**src/rtl/aes_fu_ctrl.sv**
```systemverilog
// aes_fu_ctrl: sequencing wrapper around an AES round-function core.
// Takes one instruction at a time from upstream with a valid/ready handshake.
// It rejects illegal op encodings locally. Legal ops go to the core, which
// presents core_valid and waits for core_ready. The result is then held on a
// valid/ready downstream port.
//
// Optional build macro AES_FU_FLUSH_EN adds a 'flush' input that aborts the
// in-flight op. When the core is still busy, the FSM parks in DRAIN until the
// core finishes, and that result is discarded.
module aes_fu_ctrl (
    input  logic        g_clk,
    input  logic        g_resetn,
`ifdef AES_FU_FLUSH_EN
    input  logic        flush,
`endif
    // upstream
    input  logic        in_valid,
    output logic        in_ready,
    input  logic        in_dec,
    input  logic        in_op_sb,
    input  logic        in_op_sbsr,
    input  logic        in_op_mix,
    input  logic        in_hi,
    input  logic [31:0] in_rs1,
    input  logic [31:0] in_rs2,
    input  logic [4:0]  in_tag,
    // core side
    output logic        core_valid,
    output logic        core_dec,
    output logic        core_op_sb,
    output logic        core_op_sbsr,
    output logic        core_op_mix,
    output logic        core_hi,
    output logic [31:0] core_rs1,
    output logic [31:0] core_rs2,
    input  logic        core_ready,
    input  logic [31:0] core_rd,
    // downstream
    output logic        out_valid,
    input  logic        out_ready,
    output logic [31:0] out_rd,
    output logic [4:0]  out_tag,
    output logic        out_err
);

    typedef enum logic [1:0] {
        S_IDLE  = 2'd0,
        S_RUN   = 2'd1,
        S_DONE  = 2'd2
`ifdef AES_FU_FLUSH_EN
        ,S_DRAIN = 2'd3
`endif
    } state_t;

    state_t     state;
    logic [4:0] tag_q;
    logic       in_onehot;
    logic       in_legal;
    logic       accept;

    // Exactly one op bit may be set. Plain sub-bytes has no inverse form.
    assign in_onehot = ( in_op_sb & ~in_op_sbsr & ~in_op_mix) |
                       (~in_op_sb &  in_op_sbsr & ~in_op_mix) |
                       (~in_op_sb & ~in_op_sbsr &  in_op_mix);
    assign in_legal  = in_onehot & ~(in_op_sb & in_dec);

    // A flush wins over a same-cycle transfer, so ready is withheld and
    // upstream never sees a handshake that did not happen.
`ifdef AES_FU_FLUSH_EN
    assign in_ready = ((state == S_IDLE) | ((state == S_DONE) & out_ready)) & ~flush;
`else
    assign in_ready = (state == S_IDLE) | ((state == S_DONE) & out_ready);
`endif
    assign accept     = in_valid & in_ready;
    assign core_valid = (state == S_RUN);
    assign out_valid  = (state == S_DONE);

    // Control FSM plus operand/result registers, with a synchronous active-low reset.
    // NOTE: every flop here uses <= so all of them sample the pre-edge values;
    // with = the read of core_* later in the block would see the new operands.
    always_ff @(posedge g_clk) begin
        if (!g_resetn) begin
            state        <= S_IDLE;
            core_dec     <= 1'b0;
            core_op_sb   <= 1'b0;
            core_op_sbsr <= 1'b0;
            core_op_mix  <= 1'b0;
            core_hi      <= 1'b0;
            core_rs1     <= 32'd0;
            core_rs2     <= 32'd0;
            tag_q        <= 5'd0;
            out_rd       <= 32'd0;
            out_tag      <= 5'd0;
            out_err      <= 1'b0;
        end else begin
            // The operand fields change only when an op is taken. They stay stable
            // for the core through RUN and DRAIN.
            if (accept) begin
                core_dec     <= in_dec;
                core_op_sb   <= in_op_sb;
                core_op_sbsr <= in_op_sbsr;
                core_op_mix  <= in_op_mix;
                core_hi      <= in_hi;
                core_rs1     <= in_rs1;
                core_rs2     <= in_rs2;
                tag_q        <= in_tag;
            end

            // NOTE: this is a clocked block, so any state not listed keeps its value.
            // The default arm only recovers from an unreachable encoding.
            case (state)
                S_IDLE, S_DONE: begin
`ifdef AES_FU_FLUSH_EN
                    if (flush) begin
                        state <= S_IDLE;
                    end else
`endif
                    if (accept) begin
                        if (in_legal) begin
                            state <= S_RUN;
                        end else begin
                            // Illegal encodings complete at once and never reach the core.
                            state   <= S_DONE;
                            out_rd  <= 32'd0;
                            out_tag <= in_tag;
                            out_err <= 1'b1;
                        end
                    end else if (state == S_DONE && out_ready) begin
                        state <= S_IDLE;
                    end
                end

                S_RUN: begin
`ifdef AES_FU_FLUSH_EN
                    if (flush) begin
                        state <= core_ready ? S_IDLE : S_DRAIN;
                    end else
`endif
                    if (core_ready) begin
                        state   <= S_DONE;
                        out_rd  <= core_rd;
                        out_tag <= tag_q;
                        out_err <= 1'b0;
                    end
                end

`ifdef AES_FU_FLUSH_EN
                // The aborted op is still running in the core. Wait for it and drop its result.
                S_DRAIN: begin
                    if (core_ready) begin
                        state <= S_IDLE;
                    end
                end
`endif

                default: state <= S_IDLE;
            endcase
        end
    end

endmodule

```
**config.mk**
```make
export PLATFORM = sky130hd
export DESIGN_NAME = aes_fu_ctrl
export DESIGN_NICKNAME = d
export VERILOG_FILES = /design/src/rtl/aes_fu_ctrl.sv
export SDC_FILE = /design/constraint.sdc
export NUM_CORES = 1
export LEC_CHECK = 0
export CAP_MARGIN = 5
export CORE_ASPECT_RATIO = 0.5
export CORE_UTILIZATION = 30
export DETAILED_ROUTE_END_ITERATION = 7
export PLACE_DENSITY_LB_ADDON = 0.05
export SLEW_MARGIN = 5
export SYNTH_ARGS = -nofsm -noshare
export SYNTH_HDL_FRONTEND = slang
export SYNTH_SLANG_ARGS = --single-unit
```
**constraint.sdc**
```tcl
create_clock -name g_clk -period 1.2 [get_ports g_clk]
set_input_delay 0.24 -clock g_clk [delete_from_list [all_inputs] [get_ports g_clk]]
set_output_delay 0.24 -clock g_clk [all_outputs]
set_load 0.05 [all_outputs]
```
# Yosys cells after proc, flatten, opt, wreduce, memory -nomap -nowiden
# Cells that the tools add are included.
# totals
reg_bits	114
in_bits	111
output_inout_bits	110
wordCells	58
# op_classes
n_mux	17
n_reduce_logical	6
n_bitwise	17
eq_ne	6
# ops
cell	n
two-way mux 32 bit	3
case mux 32 bit (2 select lines)	1
two-way mux 5 bit	3
AND 1 bit	10
case mux 5 bit (2 select lines)	1
two-way mux 2 bit	4
!= test 2 bit, second input constant	2
inverter 1 bit	4
case mux 2 bit (2 select lines)	1
AND reduction 4 bit	1
two-way mux 1 bit	3
!= test 3 bit, second input constant	1
bitwise OR 1 bit	3
== test 2 x 1 -> 1 bit, second input constant	1
== test 2 bit, second input constant	1
zero test 2 bit	1
!= test 2 x 1 -> 1 bit, second input constant	1
case mux 1 bit (2 select lines)	1
AND reduction 2 bit	1
nonzero test 2 bit	1
OR reduction 2 bit	1
logical AND 1 bit	1

# Logic depth before layout (Yosys ltp)
# Gate-level depths: netlist (run 1).
# logic_depth
depth_word	9
mapped_depth	6
mapped_depth_nobuf	5

# Worst setup path before layout (run 1)
# OpenSTA, ideal clock, no wires.
# synth_path
kind	register to register
start	register state[1]
end	register out_rd[23]
setup_slack_ps	-381
required_time_ps	1077
arrival_time_ps	1458
period_less_slack_ps	1581
n_path_buf	1
path_stages_with_launch	7
setup_time_ps	123
cell_sequence	dfxtp_1 -> nand2b_1 -> inv_1 -> nand2_1 -> buf_2 -> o211ai_1 -> a21boi_1
# synth_via
elab_cells_between_ends	13
classes_between	eq/ne: 5; mux: 1; bitwise: 3; reduce/logical: 4
# synth_rtl
element	line	rtl
start: declaration	55	state_t state;
start signal: assignment	83	state <= S_IDLE;
start signal: assignment	120	state <= S_RUN;
start signal: assignment	123	state <= S_DONE;
== test 2 x 1 -> 1 bit *	--	
via core_valid	28	output logic core_valid,
!= test 2 x 1 -> 1 bit (no source line) / nonzero test 2 bit (equally long branches)	--	
AND reduction 4 bit (no source line)	--	
end signal: assignment	141	out_rd <= core_rd;
end: declaration	41	output logic [31:0] out_rd,
# Mark *: on every way through the listed nets, which the timed path passes. The rest lies on a longest branch.
# A chain may end at the register's enable or synchronous reset.

# Worst setup path in the final report (run 1)
# layout_path
start	input out_ready
end	output in_ready
# layout_via
elab_chain_cells	2
# layout_lines
element	line	rtl
start: declaration	40	input logic out_ready,
AND 1 bit	72	assign in_ready = (state == S_IDLE) | ((state == S_DONE) & out_ready);
bitwise OR 1 bit	72	
end: declaration	18	output logic in_ready,
# Every way passes these cells.

==> results of run 1 <==
worst max-delay path by stage:
stage / startpoint / end / slack [ns] / depth (start not counted)
detailed placement: in_op_mix / out_rd[0] / -0.84 / 6
finish: out_ready / in_ready / -0.26 / 4
floorplan: state[1] / in_ready / -0.17 / 2
global placement: in_op_mix / out_rd[0] / -0.78 / 6
CTS: state[1] / core_valid / -0.27 / 4
global route: state[1] / core_valid / -0.32 / 4
cell families after synthesis:
| family | Yosys count | share of synthesized area, % |
|---|---|---|
| DFF | 114 | 50.77 |
| muxes | 5 | 1.113 |
| AOI/OAI and AO/OA | 148 | 24.88 |
| buffers and inverters | 45 | 4.787 |
| and+or+nand+nor | 207 | 18.45 |
worst max-delay path: cells and delay by family:
kind          cells  cell delay (ns)
simple gates      2             0.37
buf+inv           2             0.61
final cells by class:
| class | instances | area, sq um |
|---|---|---|
| clock buffer | 20 | 456.7 |
| fill | 1208 | 5466 |
| sequential | 114 | 2317 |
| tap | 198 | 247.7 |
| multi-input combinational | 360 | 2125 |
| timing repair buffer | 251 | 3810 |
| inverter | 2 | 11.26 |
| clock inverter | 10 | 111.4 |
routing by layer:
layer	up-vias	global-route usage, %
met5	-	0
met4	0	4.743
met3	7	7.002
met2	120	31.20
met1	1997	23.03
li1	2192	-
state kept, by name, summed over array words and instances (netlist names):
name and count:
tag_q 5, core_dec 1, out_rd 32, core_op_mix 1, core_rs1 32, core_op_sbsr 1, state 2, core_op_sb 1
core_hi 1, out_tag 5, out_err 1, core_rs2 32
metrics by stage:
step	setup TNS (ns)	instances	total power [mW]	setup slack, ns
floorplan	-5.636	519	5.400	-0.1722
global placement	-63.64	917	6.881	-0.7759
detailed placement	-66.63	917	6.898	-0.8362
CTS	-15.11	958	11.98	-0.2659
global route	-25.36	955	12.29	-0.3248
finish	-15.01	955	11.81	-0.2601
timing repair:
action	CTS	global route
gates cloned	6	0
pin swaps	16	15
endpoints found under the setup margin	119	151
resized for setup	46	38
setup buffers	5	0
power breakdown:
part / leakage, nW / internal (mW) / switching, mW
Combinational: 2.25 / 1.43 / 1.32
Sequential: 0.945 / 4.00 / 0.197
Clock: 0.274 / 3.13 / 1.74
Total: 3.47 / 8.56 / 3.25
cells in the mapped netlist:
master and n:
sky130_fd_sc_hd__a21boi_0 66, sky130_fd_sc_hd__a21boi_1 41, sky130_fd_sc_hd__a22oi_1 1, sky130_fd_sc_hd__a31oi_1 1, sky130_fd_sc_hd__and2_1 1, sky130_fd_sc_hd__buf_2 13, sky130_fd_sc_hd__buf_6 4, sky130_fd_sc_hd__clkbuf_1 26
sky130_fd_sc_hd__dfxtp_1 114, sky130_fd_sc_hd__inv_1 2, sky130_fd_sc_hd__mux2i_1 5, sky130_fd_sc_hd__nand2_1 187, sky130_fd_sc_hd__nand2_2 1, sky130_fd_sc_hd__nand2b_1 8, sky130_fd_sc_hd__nor2_1 1, sky130_fd_sc_hd__nor2b_1 4
sky130_fd_sc_hd__nor3b_1 2, sky130_fd_sc_hd__nor4b_1 1, sky130_fd_sc_hd__o211ai_1 37, sky130_fd_sc_hd__o21ai_4 1, sky130_fd_sc_hd__o31ai_1 1, sky130_fd_sc_hd__or2_1 1, sky130_fd_sc_hd__or3_1 1
==> results.txt, run 1 <==
- The run finished, with violations left.
* Violated checks: negative setup slack
* Mean routed wirelength per cell: between 10 and 15 microns
* RePlAce Congestion: roughly 0.75
- For this block, the via count after detailed routing is 4316.
- Power density cells: 1301 mW/mm^2
* DIE HEIGHT: approximately 90 microns
- Post-synthesis average cell area: 8.662 sq um
- The detailed router put a total of roughly 6.3 mm of wire on met1.
- Ordered cell list for the critical path: clkdlybuf4s50_1 -> nand2b_1 -> nor2b_4 -> buf_12
- Once placement finished, the instance area stood at about 0.008 sq mm.
- The first global-routing pass estimated between 20 and 25 mm of wire.
- Setup violations remaining at the end of the flow were counted as between 100 and 150.
- Initial antenna violation count: 0
- Worst flop-to-flop path startpoint: state[0]
- # H-tree levels: 4
- The initial utilization of the core area, before any placement, comes to a little under a third.
* Overall global routing resource usage: roughly a fifth
- Insertion delay to the later sink of the worst-skew pair: about 0.4 ns
* DR top layer: met4
- Worst hold slack across all endpoints: 0.2128 ns
- For the worst setup path, the data required time is about 0.96 ns.
* Synth Instances: a little over 500
* Standard cell with the maximum stage delay on the critical path: sky130_fd_sc_hd__clkdlybuf4s50_1
- Worst path arrival time: around 1.2 ns
* Kind of end point of the critical path: output port
* Layout area overhead: 101.9%
- The mapped netlist covers 0.004496 sq mm.
- In the finished design, the share of the clock period the worst path needs comes to 121.7%.
- The top cell type by area accounts for between 50% and 60% of the synthesized area.
* Final critical-path setup slack: -0.2601 ns
* Category of the critical setup timing path: in2out
- Reported leakage power: 3.471 nW
* Die outline area: 0.01551 sq mm
- CTS saw 114 sinks.
- Commonest non-fill, non-tap cells in the layout: sky130_fd_sc_hd__nand2_1, sky130_fd_sc_hd__buf_12, sky130_fd_sc_hd__clkdlybuf4s50_1
- Dominant cells by area after synthesis: sky130_fd_sc_hd__dfxtp_1, sky130_fd_sc_hd__nand2_1, sky130_fd_sc_hd__a21boi_0
- The biggest area contributor in the post-synthesis netlist is sky130_fd_sc_hd__dfxtp_1.
- Before antenna repair, the detailed router went through 4 iterations.
- Worst clock skew on the final layout: around 0.010 ns
* Distinct cell type count of the synthesized netlist: 23
- Metal3 WL: 1.185 mm
- During synthesis, Yosys emitted a total of 0 warnings.
* Share of final-layout standard cells stronger than drive strength 1: 30.12%
* Overall routed net length: about 14 mm
* Cells on Worst Hold Path: 2
* Max FO, Critical Path: 3
- In this run the worst hold path is classified as in2reg.
* Final nets: ~860
- In this run the register-to-register setup slack is -0.24 ns.
* Reg2Reg Capture Point: out_rd[11]
- Post-detailed-route count of antenna-violating nets: 0
* Hold buffer count at CTS: 0
* Slew Limit Headroom: between 70 and 80%
* Pin count of the biggest net entering global routing: 53
- Leaving out fill and tap cells, the most frequent cell in the layout is sky130_fd_sc_hd__nand2_1.
- Sum of net half-perimeters after detailed placement: between 9 and 10 mm
* Worst reg-to-reg path cell count: 6
- Vias in the first global route: approximately 4200
- The clock passes through at most 2 buffers.
- Number of standard-cell rows in the floorplan: 31
- For hold timing, the worst endpoint is tag_q[1].
* IO Port Bufs: 220
- Routed length on met2: 6.771 mm
- The number of nets handed over by synthesis was 630.
* Biggest cell delay along the critical path: between 0.4 and 0.5 ns
* Flip-flop and latch count after synthesis: about 110
- From left edge to right edge, the die measures 175.1 microns.
- Number of remaining DRC errors: 0
- Maximum capacitance violations: 0
* Slew at the pin closest to its max-slew limit: between 0.2 and 0.3 ns
* Area of all placed cells without fillers: slightly above 0.009 sq mm
- TritonCTS built the clock tree.
* Highest clock frequency the design can meet: about 680 MHz
- For this block, the initial DRC count from the detailed router was 120.
- Clock Root Buffer: sky130_fd_sc_hd__clkbuf_16
* I/O pin count: 221
* Detailed-route vias per instance: roughly 4.5
- Slew Viols, Final: 0
* Total congestion overflow: 0
- In this run the standard cell core region covers 0.01455 sq mm.
* Sequential element share of the synthesized area: between 50% and 60%
- Diodes inserted: 0
* RSZ-0062 raised after global routing: true
- Measured on the finished design, the core utilization comes to between 60% and 70%.
* Clock buffer count from CTS: 17
- STA classifies the critical path startpoint as a primary input.
- Clock-pin slew on the worst setup and hold paths: about 0.05 ns
- Start point of the worst hold path: g_resetn
* Post-layout min period: approximately 1.5 ns
- IR analysis of the VDD net gives a maximum drop of approximately 0.7 mV.
- The final hold violation count is 0.
Note: power is estimated with default switching activity, not from simulation.
==> run 2, diff against run 1 <==
CTS_CLUSTER_DIAMETER = 30   (was not set)
SKIP_CTS_REPAIR_TIMING = 1   (was not set)
==> results.txt, run 2 (synthesis gave the netlist of run 1 again) <==
* Result of the run: complete, but fails checks
- The final reports fail on negative setup slack.
- The maximum number of buffers from clock root to sink came to 2 (unchanged).
- Starting DRT DRC Count: 235 (+96%)
- TritonCTS built the clock tree.
- The number of top-level design ports came to 221 (unchanged).
- Sw Pwr: 3.319 mW (+2.1%)
* Initial antenna violation count: 0 (unchanged)
- The least setup slack across all paths after layout is -0.2585 ns (+0.001561 ns).
- Commonest non-fill, non-tap cells in the layout: sky130_fd_sc_hd__nand2_1, sky130_fd_sc_hd__buf_12, sky130_fd_sc_hd__clkdlybuf4s50_1
- Internal power consumption: 8.620 mW (+0.72%)
- Maximum capacitance violations: 0 (unchanged)
* Total congestion overflow: 0 (unchanged)
- DIE HEIGHT: 88.56 microns (unchanged)
* RSZ-0062 raised after global routing: true
* Util after Layout: 63.84% (+1.4 points)
* Die X-Extent: 175.1 microns (unchanged)
* Worst hold path type: in2reg
* Insertion delay to the later sink of the worst-skew pair: 0.40 ns (about the same)
- The worst path arrival time came to 1.22 ns (about the same).
* Worst reg-to-reg path cell count: 7 (+1)
- The post-DP HPWL came to 9.438 mm (unchanged).
* Vias in the first global route: 4095 (-3.3%)
- Final cycle utilization of the critical path: 121.5% (-0.13 points)
* Critical Path Source: state[1]
* Share of final-layout standard cells stronger than drive strength 1: 33.12% (+3.0 points)
* Power density cells: 1286 mW/mm^2 (-1.1%)
- The count of final setup violators came to 117 (unchanged).
- The number of H-tree levels came to 4 (unchanged).
* Via count: 4394 (+1.8%)
- Die outline area: 0.01551 sq mm (unchanged)
- The TritonCTS buffer count was 17 (unchanged).
- The count of input and output buffers came to 220 (unchanged).
- The count of TritonRoute iterations in the first routing pass was 4 (unchanged).
- The library cell used most frequently in the layout, excluding fill and tap cells, is sky130_fd_sc_hd__nand2_1.
- The worst-case clock skew was 0.01228 ns (+0.002284 ns).
* Start point of the worst hold path: in_dec
- The combinational fraction of design power came to 23.9% (+0.7 points).
- Core Region: 0.01455 sq mm (unchanged)
* Cells on Worst Hold Path: 3 (+1)
- The largest registers in the layout are core_rs1 x32, core_rs2 x32, out_rd x32.
- Reported leakage power: 3.598 nW (+3.7%)
- Diodes inserted: 0 (unchanged)
- Kind of start point of the critical path: register
- In this run the critical register-to-register path is launched from state[1].
- Initial Util: 30.91% (unchanged)
- Clock network fraction of design power: 40.9% (-0.3 points)
* Area of all placed cells without fillers: 0.009285 sq mm (+2.3%)
* Slew at the pin closest to its max-slew limit: 0.2900 ns (-0.007503 ns)
- The global-route usage over all layers is 17.50% (-1.2 points).
- Mean routed wirelength per cell: 15.75 microns (+5.3%)
- The worst slew slack as a fraction of its limit was 80.40% (+0.51 points).
- Relative to the synthesized area, the layout overhead comes to 106.5%.
- The data required time at the worst endpoint is 0.96 ns (about the same).
* Highest clock frequency the design can meet: 685.6 MHz (+0.11%)
- Detailed-route vias per instance: 4.539 (+0.44%)
* Final hold violation count: 0 (unchanged)
* Maximum VDD drop: 0.6928 mV (+0.41%)
* Number of remaining DRC errors: 0 (unchanged)
* Pin count of the biggest net entering global routing: 53 (unchanged)
- STA classifies the critical path endpoint as an output port.
- Sequential group share of total power: 35.2% (-0.3 points)
* Global-route wire length before repair: 21.28 mm (-5.4%)
* Place WS: -0.8362 ns (unchanged)
* Post-detailed-placement cell area: 0.008189 sq mm (unchanged)
- The maximum fanout along the worst path is 3 (unchanged).
- Overall routed net length: 15.25 mm (+6.8%)
- The clock period minus final worst setup slack was 1.458 ns (-0.001561 ns).
- Final nets: 870 (+1.5%)
* Post-detailed-route count of antenna-violating nets: 0 (unchanged)
- The last weighted congestion value of the routability-driven placer was 0.7451 (unchanged).
- Clock Root Buffer: sky130_fd_sc_hd__clkbuf_16
- Slew Viols, Final: 0 (unchanged)
- The switching part of the total is 27.80% (+0.28 points).
* Flop2flop setup slack: -0.24 ns (about the same)
- The number of cell rows was 31 (unchanged).
- The number of clock sinks came to 114 (unchanged).
- The clock slew seen by the registers of the worst setup and hold paths came to 0.05 ns (about the same).
* Category of the critical setup timing path: reg2out
[run 2: cell count changes in the layout (fill, tap and decap cells not counted), sizes merged]
cell / before / now
clkbuf: 20 / 29
clkdlybuf4s15: 3 / 0
bufbuf: 1 / 0
buf: 141 / 146
dlymetal6s2s: 0 / 4
dlygate4sd2: 1 / 0
[run 2: layout make-up]
type / instances / area [sq um]
tap: 198 / 247.7
clock buffer: 20 / 456.7
multi-input combinational: 360 / 2142
clock inverter: 10 / 111.4
sequential: 114 / 2331
inverter: 2 / 11.26
timing repair buffer: 264 / 3985
fill: 1184 / 5260
[run 2: layer usage]
layer / vias to the layer above / GRT usage (%) / routed length [microns]
met5: - / 0 / 0
met4: 0 / 4.506 / 44
met3: 4 / 6.701 / 1105
met2: 120 / 28.97 / 7013
met1: 2045 / 21.61 / 7084
li1: 2225 / - / -
[run 2: worst paths after layout]
path | endpoint
worst min-delay path | core_dec
worst min register to register | tag_q[3]
worst max register to register | out_rd[22]
worst max-delay path | core_valid
[run 2: power groups by stage]
stage	Combinational [mW]	Clock [mW]	Sequential, mW
floorplan	0.589	0	4.81
global placement	2.62	0	4.26
detailed placement	2.62	0	4.27
CTS	2.63	5.01	4.19
global route	2.99	5.17	4.23
finish	2.85	4.89	4.20
[run 2: per-stage QoR]
stage               TNS [ns]  hold WS, ns  std cells  power [mW]
detailed placement    -66.63       0.4468        917       6.898
CTS                   -22.27       0.2010        947       11.83
global placement      -63.64       0.4427        917       6.881
global route          -23.40       0.1684        968       12.39
finish                -15.03       0.1593        968       11.94
floorplan             -5.636       0.3748        519       5.400
[run 2: worst max-delay path, stage by stage (launching register included)]
cell                         delay [ns]
sky130_fd_sc_hd__dfxtp_2           0.34
sky130_fd_sc_hd__nand2b_4          0.14
sky130_fd_sc_hd__clkinvlp_4        0.09
sky130_fd_sc_hd__buf_6             0.12
sky130_fd_sc_hd__buf_12            0.14
